--- src/rtl/fifo_pkg.sv ---
// Shared FIFO package: default geometry, address/occupancy width helpers.
package fifo_pkg;

  localparam int DEF_DATA_W = 4;
  localparam int DEF_DEPTH  = 16;

  // Ceiling log2, usable in constant expressions (parameter defaults, widths).
  function automatic int clog2(input int value);
    int r;
    r = 0;
    while ((1 << r) < value) begin
      r = r + 1;
    end
    return r;
  endfunction

  // Occupancy counter must hold 0..DEPTH inclusive, so it needs one bit more
  // than the pointers.
  function automatic int count_w(input int depth);
    return clog2(depth) + 1;
  endfunction

endpackage

--- src/rtl/fifo_mem.sv ---
// DEPTH x DATA_W register array: one synchronous write port, one asynchronous
// read port. Contents are not reset; the controller tracks validity.
module fifo_mem
  import fifo_pkg::*;
#(
  parameter int DATA_W = DEF_DATA_W,
  parameter int DEPTH  = DEF_DEPTH,
  parameter int ADDR_W = clog2(DEPTH)
) (
  input  logic              clock,
  input  logic              we,
  input  logic [ADDR_W-1:0] waddr,
  input  logic [DATA_W-1:0] wdata,
  input  logic [ADDR_W-1:0] raddr,
  output logic [DATA_W-1:0] rdata
);

  logic [DATA_W-1:0] mem_q [DEPTH];

  // Write port: store wdata at waddr on the rising edge when enabled.
  always_ff @(posedge clock) begin
    if (we) begin
      mem_q[waddr] <= wdata;
    end
  end

  // Read port is combinational so the head entry is visible the cycle after
  // it is written.
  assign rdata = mem_q[raddr];

endmodule

--- src/rtl/ring_fifo_ctl.sv ---
// Ring-buffer FIFO controller: head/tail pointers, occupancy count, threshold
// flags and sticky overflow/underflow, around a fifo_mem storage array.
module ring_fifo_ctl
  import fifo_pkg::*;
#(
  parameter int DATA_W    = DEF_DATA_W,
  parameter int DEPTH     = DEF_DEPTH,
  parameter int AFULL_TH  = 14,
  parameter int AEMPTY_TH = 2,
  localparam int ADDR_W   = clog2(DEPTH),
  localparam int CNT_W    = count_w(DEPTH)
) (
  input  logic              clock,
  input  logic              resetn,
  input  logic [DATA_W-1:0] dataIn,
  input  logic              push,
  input  logic              pop,
  input  logic              clrErr,
  output logic [DATA_W-1:0] dataOut,
  output logic              full,
  output logic              empty,
  output logic              almostFull,
  output logic              almostEmpty,
  output logic [CNT_W-1:0]  count,
  output logic              overflow,
  output logic              underflow
);

  localparam logic [ADDR_W-1:0] PTR_ONE    = ADDR_W'(1);
  localparam logic [CNT_W-1:0]  CNT_ONE    = CNT_W'(1);
  localparam logic [CNT_W-1:0]  CNT_DEPTH  = CNT_W'(DEPTH);
  localparam logic [CNT_W-1:0]  CNT_AFULL  = CNT_W'(AFULL_TH);
  localparam logic [CNT_W-1:0]  CNT_AEMPTY = CNT_W'(AEMPTY_TH);

  logic [ADDR_W-1:0] head_q, head_d;
  logic [ADDR_W-1:0] tail_q, tail_d;
  logic [CNT_W-1:0]  count_q, count_d;
  logic              overflow_q, overflow_d;
  logic              underflow_q, underflow_d;
  logic              push_ok, pop_ok;
  logic              mem_we;

  // Status flags come straight from the count register, never from requests.
  assign full        = (count_q == CNT_DEPTH);
  assign empty       = (count_q == '0);
  assign almostFull  = (count_q >= CNT_AFULL);
  assign almostEmpty = (count_q <= CNT_AEMPTY);
  assign count       = count_q;
  assign overflow    = overflow_q;
  assign underflow   = underflow_q;

  // A pop frees a slot in the same cycle, so a push into a full FIFO is
  // accepted whenever a pop is accepted alongside it.
  assign pop_ok  = pop & ~empty;
  assign push_ok = push & (~full | pop_ok);

  // Storage writes are suppressed during reset so reset truly discards the push.
  assign mem_we = push_ok & resetn;

  // Next-state for pointers, occupancy and sticky error flags.
  always_comb begin
    head_d      = head_q;
    tail_d      = tail_q;
    count_d     = count_q;
    overflow_d  = overflow_q;
    underflow_d = underflow_q;

    if (push_ok) begin
      head_d = head_q + PTR_ONE;
    end
    if (pop_ok) begin
      tail_d = tail_q + PTR_ONE;
    end

    case ({push_ok, pop_ok})
      2'b10:   count_d = count_q + CNT_ONE;
      2'b01:   count_d = count_q - CNT_ONE;
      default: count_d = count_q;
    endcase

    // Clear first so that an error in the same cycle leaves the flag set.
    if (clrErr) begin
      overflow_d  = 1'b0;
      underflow_d = 1'b0;
    end
    if (push & ~push_ok) begin
      overflow_d = 1'b1;
    end
    if (pop & empty) begin
      underflow_d = 1'b1;
    end
  end

  // State register with synchronous active-low reset.
  always_ff @(posedge clock) begin
    if (!resetn) begin
      head_q      <= '0;
      tail_q      <= '0;
      count_q     <= '0;
      overflow_q  <= 1'b0;
      underflow_q <= 1'b0;
    end else begin
      head_q      <= head_d;
      tail_q      <= tail_d;
      count_q     <= count_d;
      overflow_q  <= overflow_d;
      underflow_q <= underflow_d;
    end
  end

  fifo_mem #(
    .DATA_W (DATA_W),
    .DEPTH  (DEPTH),
    .ADDR_W (ADDR_W)
  ) u_mem (
    .clock (clock),
    .we    (mem_we),
    .waddr (head_q),
    .wdata (dataIn),
    .raddr (tail_q),
    .rdata (dataOut)
  );

endmodule

--- config.mk ---
export PLATFORM = sky130hd
export DESIGN_NAME = ring_fifo_ctl
export DESIGN_NICKNAME = d
export VERILOG_FILES = /design/src/rtl/fifo_pkg.sv /design/src/rtl/fifo_mem.sv /design/src/rtl/ring_fifo_ctl.sv
export SDC_FILE = /design/constraint.sdc
export NUM_CORES = 1
export LEC_CHECK = 0
export BUFFER_PORTS_ARGS = -buffer_cell sky130_fd_sc_hd__clkbuf_2
export CAP_MARGIN = 15
export CORE_AREA = 2 2 69 97
export CTS_CLUSTER_DIAMETER = 80
export DETAILED_ROUTE_END_ITERATION = 7
export DIE_AREA = 0 0 71 99
export PLACE_DENSITY = 0.77
export SLEW_MARGIN = 30
export SYNTH_ARGS = -nofsm -noshare
export SYNTH_HDL_FRONTEND = slang
export SYNTH_SLANG_ARGS = --single-unit
--- constraint.sdc ---
create_clock -name clock -period 2.9 [get_ports clock]
set_input_delay 0.29 -clock clock [delete_from_list [all_inputs] [get_ports clock]]
set_output_delay 0.29 -clock clock [all_outputs]
set_load 0.005 [all_outputs]
### After elaboration in Yosys (flattened, before gate mapping)

Memory sizes are Yosys's and may differ from the RTL's. A register that Yosys moved wholly into a read port is not among the register bits.
Index checks and enable logic that the tools add are counted.

| operators by class | value |
|---|---|
| $add $sub $neg | 4 |
| $lt $le $gt $ge | 2 |
| eq/ne operators | 3 |
| muxes and demuxes | 8 |
| bitwise gates (word level) | 9 |
| reductions and logical operators | 4 |

Operators by type and width:

| kind | number |
|---|---|
| 5-bit one-hot mux with 2 select lines | 1 |
| 4-bit by 1-bit adder with 4-bit output (second input constant) | 2 |
| 4-bit 2-to-1 mux | 2 |
| 2-bit nonzero test | 3 |
| 5-bit by 1-bit adder with 5-bit output (second input constant) | 1 |
| 1-bit AND | 5 |
| 5-bit equality test (second input constant) | 1 |
| 5-bit by 4-bit greater-or-equal comparator with 1-bit output (second input constant) | 1 |
| 5-bit by 2-bit <= comparator with 1-bit output (second input constant) | 1 |
| 5-bit logical NOT | 1 |
| 1-bit 2-to-1 mux | 5 |
| 5-bit by 1-bit subtractor with 5-bit output (second input constant) | 1 |
| 1-bit inverter | 3 |
| 2-bit by 1-bit equality test with 1-bit output (second input constant) | 1 |
| 2-bit equality test (second input constant) | 1 |
| 1-bit bitwise OR | 1 |

| storage, ports and cells | value |
|---|---|
| bits in registers | 15 |
| bits in writable memories | 64 |
| input port bits | 9 |
| output and inout port bits | 15 |
| memories kept | 1 |

Memories:

| memory | depth | bits a word | rd ports | clocked after memory_dff | wr ports | RTL line | text |
|---|---|---|---|---|---|---|---|
| u_mem.mem_q | 16 | 4 | 1 | 1 | 1 | fifo_mem.sv:18 | `logic [DATA_W-1:0] mem_q [DEPTH];` |

### Logic depth before layout (Yosys ltp)

| depth | value |
|---|---|
| word-level depth | 8 |
| mapped depth | 9 |

### Modules after synthesis

From an unflattened synthesis, not the netlist that was laid out.

| unflattened totals | value |
|---|---|
| cells, all modules | 216 |
| area, all modules | 3,392.0 µm² |

Modules (own cells, without submodules):

| module | instances | cells an instance | area an instance (µm²) | sequential area each (µm²) |
|---|---|---|---|---|
| fifo_mem | 1 | 126 | 2,586.2 | 1,921.8 |
| ring_fifo_ctl | 1 | 90 | 805.8 | 300.3 |

### Worst setup path after synthesis

No wires, ideal clock.

| timing path | value |
|---|---|
| path kind | register -> register |
| start point | register count_q[1], in the netlist count[1] |
| end point | register count_q[4], in the netlist count[4] |
| arrival | 2.337 ns |
| setup slack | 0.499 ns |
| stages on the path, launching flop included | 10 |
| period minus slack after synthesis | 2.401 ns |
| cells stage by stage | dfxtp_1 > or4_1 > buf_6 > o21ai_4 > inv_2 > ha_1 > nand2b_1 > a21oi_1 > or4_1 > nand4_1 |

| between the ends | value |
|---|---|
| cells in the longest elaborated chain, start to end | 7 |
| elaborated cells between the ends (all ways) | 13 |
| classes of those cells | add/sub (2); eq/ne (3); mux (1); bitwise (5); reduce/logical (2) |

Ends and longest elaborated chain:

| what | RTL line | text |
|---|---|---|
| start, declared | ring_fifo_ctl.sv:37 | `logic [CNT_W-1:0] count_q, count_d;` |
| start signal, assigned | ring_fifo_ctl.sv:105 | `count_q <= count_d;` |
| 5-bit logical NOT | ring_fifo_ctl.sv:45 | `assign empty = (count_q == '0);` |
| 1-bit inverter | ring_fifo_ctl.sv:54 | `assign pop_ok = pop & ~empty;` |
| 1-bit AND | ring_fifo_ctl.sv:54 |  |
| 1-bit bitwise OR | ring_fifo_ctl.sv:55 | `assign push_ok = push & (~full \| pop_ok);` |
| 1-bit AND | ring_fifo_ctl.sv:55 |  |
| 2-bit by 1-bit equality test with 1-bit output / 2-bit equality test (equally long branches) | ring_fifo_ctl.sv:75 | `case ({push_ok, pop_ok})` |
| 5-bit one-hot mux with 2 select lines / 2-bit nonzero test (equally long branches) | - |  |

Several ways; a longest one is shown, not always the timed one.
A chain may end at the register's enable or synchronous reset.

### Worst setup path after layout

Ends and elaborated chain as after synthesis.

==> impl_metrics.tcl <==
set metrics [dict create \
    status "finished clean" \
    antenna_left 0 \
    slew_violations 0 \
    min_period_over_period 0.851 \
    tritoncts "yes" \
    hold_path_depth 4 \
    ys_seq_area_frac 0.638 \
    fin_area_sq_mm 0.00398 \
    synth_seq_cells 83 \
    ctsHoldBuffers 0 \
    place_inst 326 \
    cts_root_buffer "clkbuf_8" \
    wl_um 6260 \
    design.core.area_sq_mm 0.00617 \
    grt_pass1_wl_um 9880 \
    synthArstFlopShare 0 \
    path_class "register to register" \
    placed_cell_area_sq_mm 0.00375 \
    yosys_most_used_dff "edfxtp_1" \
    die_height_um 99 \
    crit_fanout 8 \
    via_per_inst 5.82 \
    nNetsFinal 283 \
    grt_start_max_net_pins 28 \
    maxCapViolCount 0 \
    cts.sinks 83 \
    end_kind "register" \
    row_count 34 \
    crit_required_ns 3.18 \
    syn2layout_area_growth_pct 10.2 \
    syn_nets 257 \
    numCtsBuffers 9 \
    syn_area_sq_mm 0.00361 \
    wire_per_inst_um 18.3 \
    power_density_mw_per_mm2 789 \
    first_iter_violations 165 \
    hold_class "input port to register" \
    cts_resized 0 \
    grtUsageTotal 0.191 \
    relSlewSlack 0.442 \
    fin_crit_ns 2.47 \
    grt_pass1_vias 1998 \
    yosysWarnings 0 \
    pre_cts_ws_ns 0.443 \
    globalplace.congestion 0.800 \
    syn_inst 239 \
    io_pins 24 \
    chipWidth_um 71 \
    start_kind "register" \
    fin_skew_ns 0.00704 \
    vias 1992 \
    leakagePower_nw 1.39 \
    htreeDepth 3 \
    drtPass1Iterations 4 \
    synth_edf_count 64 \
    setup_violations 0 \
    final_cells 342 \
    overflow 0 \
    rsz0062_at_grt "false" \
    start_util 0.585 \
    clockBufferDepth 2 \
    antenna_found_initial 0 \
    drc_errors 0 \
    r2r_cells 8 \
    ir_worst_vdd_mv 0.541 \
    setup_tns_ns 0 \
    clock_latency_ns 0.34 \
    die_area_sq_mm 0.00703 \
    arrival_ns 2.75 \
    clk_pin_slew_ns 0.08 \
    nFillCells 453 \
    tightest_slew_ns 0.829 \
    drive_gt1_frac 0.241 \
    synth_cell_types 42 \
    antenna_cells 0 \
    hold_viol 0 \
    max_freq_ghz 0.405 \
    dp_hpwl_um 4400 \
    postCtsSetupBuffers 0 \
    port_buffers 23 \
    syn_area_per_cell_sq_um 15.1 \
    setup_ws_ns 0.432 \
    holdWs_ns 0.285 \
    fin_util 0.645 \
    report.power.total_mw 3.14 \
]
==> kinds of logic after synthesis <==
logic type / Yosys count / synth area share
simple gates: 73 / 0.100
flops: 83 / 0.638
buf+inv: 18 / 0.0295
xor+xnor: 4 / 0.00970
fa+ha+maj: 9 / 0.0333
compound gates: 28 / 0.0676
mux: 24 / 0.122
==> sequential cells by signal, summed over array words and instances (netlist names), named ones only <==
name / cells
count: 5
head_q: 4
overflow: 1
tail_q: 4
u_mem.mem_q: 64
underflow: 1
==> cells in the final DEF, fill, tap and decap left out, types with 2 or more instances in the layout <==
cell / count
edfxtp_1: 64
nor2_1: 24
clkbuf_2: 23
dfxtp_1: 19
mux4_2: 16
nand2_1: 15
clkbuf_8: 9
a22oi_1: 8
mux2i_1: 8
ha_1: 8
inv_1: 7
and2_1: 7
nor2b_1: 5
nand2b_1: 4
o21a_1: 4
nand3_1: 4
xnor2_1: 4
nand4_1: 4
o21ai_0: 3
or4_1: 2
o21ai_4: 2
or2_2: 2
or2b_1: 2
clkinvlp_4: 2
bufinv_16: 2
buf_4: 2
==> cell type report <==
class                      count  area (sq um)  share of cell area
clock buffer                   9           124              0.0311
tap                           72          90.1              0.0226
inverter                       8          30.0             0.00755
sequential                    83          2300               0.579
timing repair buffer          25           130              0.0327
multi-input combinational    138          1200               0.302
clock inverter                 7           100              0.0252
==> final timing paths <==
check            start         to  slack (ns)
max           count[1]   count[4]        0.43
min reg2reg  head_q[3]  head_q[3]        0.51
max reg2reg   count[1]   count[4]        0.43
min             clrErr   overflow        0.28
==> layer usage <==
layer | track usage | wire length [um]
met3 | 0.0389 | 197
met5 | 0 | 0
met2 | 0.357 | 3500
met1 | 0.209 | 2460
met4 | 0.0697 | 99
==> where the power goes <==
group	switching, mW	internal [mW]	leakage (nW)	total, mW
clock network	0.416	0.490	0.107	0.906
registers	0.101	1.34	0.731	1.44
logic	0.415	0.374	0.555	0.789
==> worst max-delay path, stage by stage (launching register included) <==
cell,delay [ns]
dfxtp_1,0.38
or4_1,0.61
o21ai_4,0.17
inv_2,0.09
ha_1,0.32
nand2b_1,0.12
a21oi_1,0.10
or4_1,0.51
nand4_1,0.10
==> synth_stat cells, types with 5 or more instances <==
cell,number,area share
mux4_2,16,0.10
dfxtp_1,19,0.11
mux2i_1,8,0.022
nor2_1,24,0.025
inv_1,7,0.0073
a22oi_1,8,0.017
and2_1,7,0.012
edfxtp_1,64,0.53
nand2_1,15,0.016
ha_1,8,0.028
nor2b_1,5,0.0087
No activity file was read; power rests on OpenSTA's default activity.
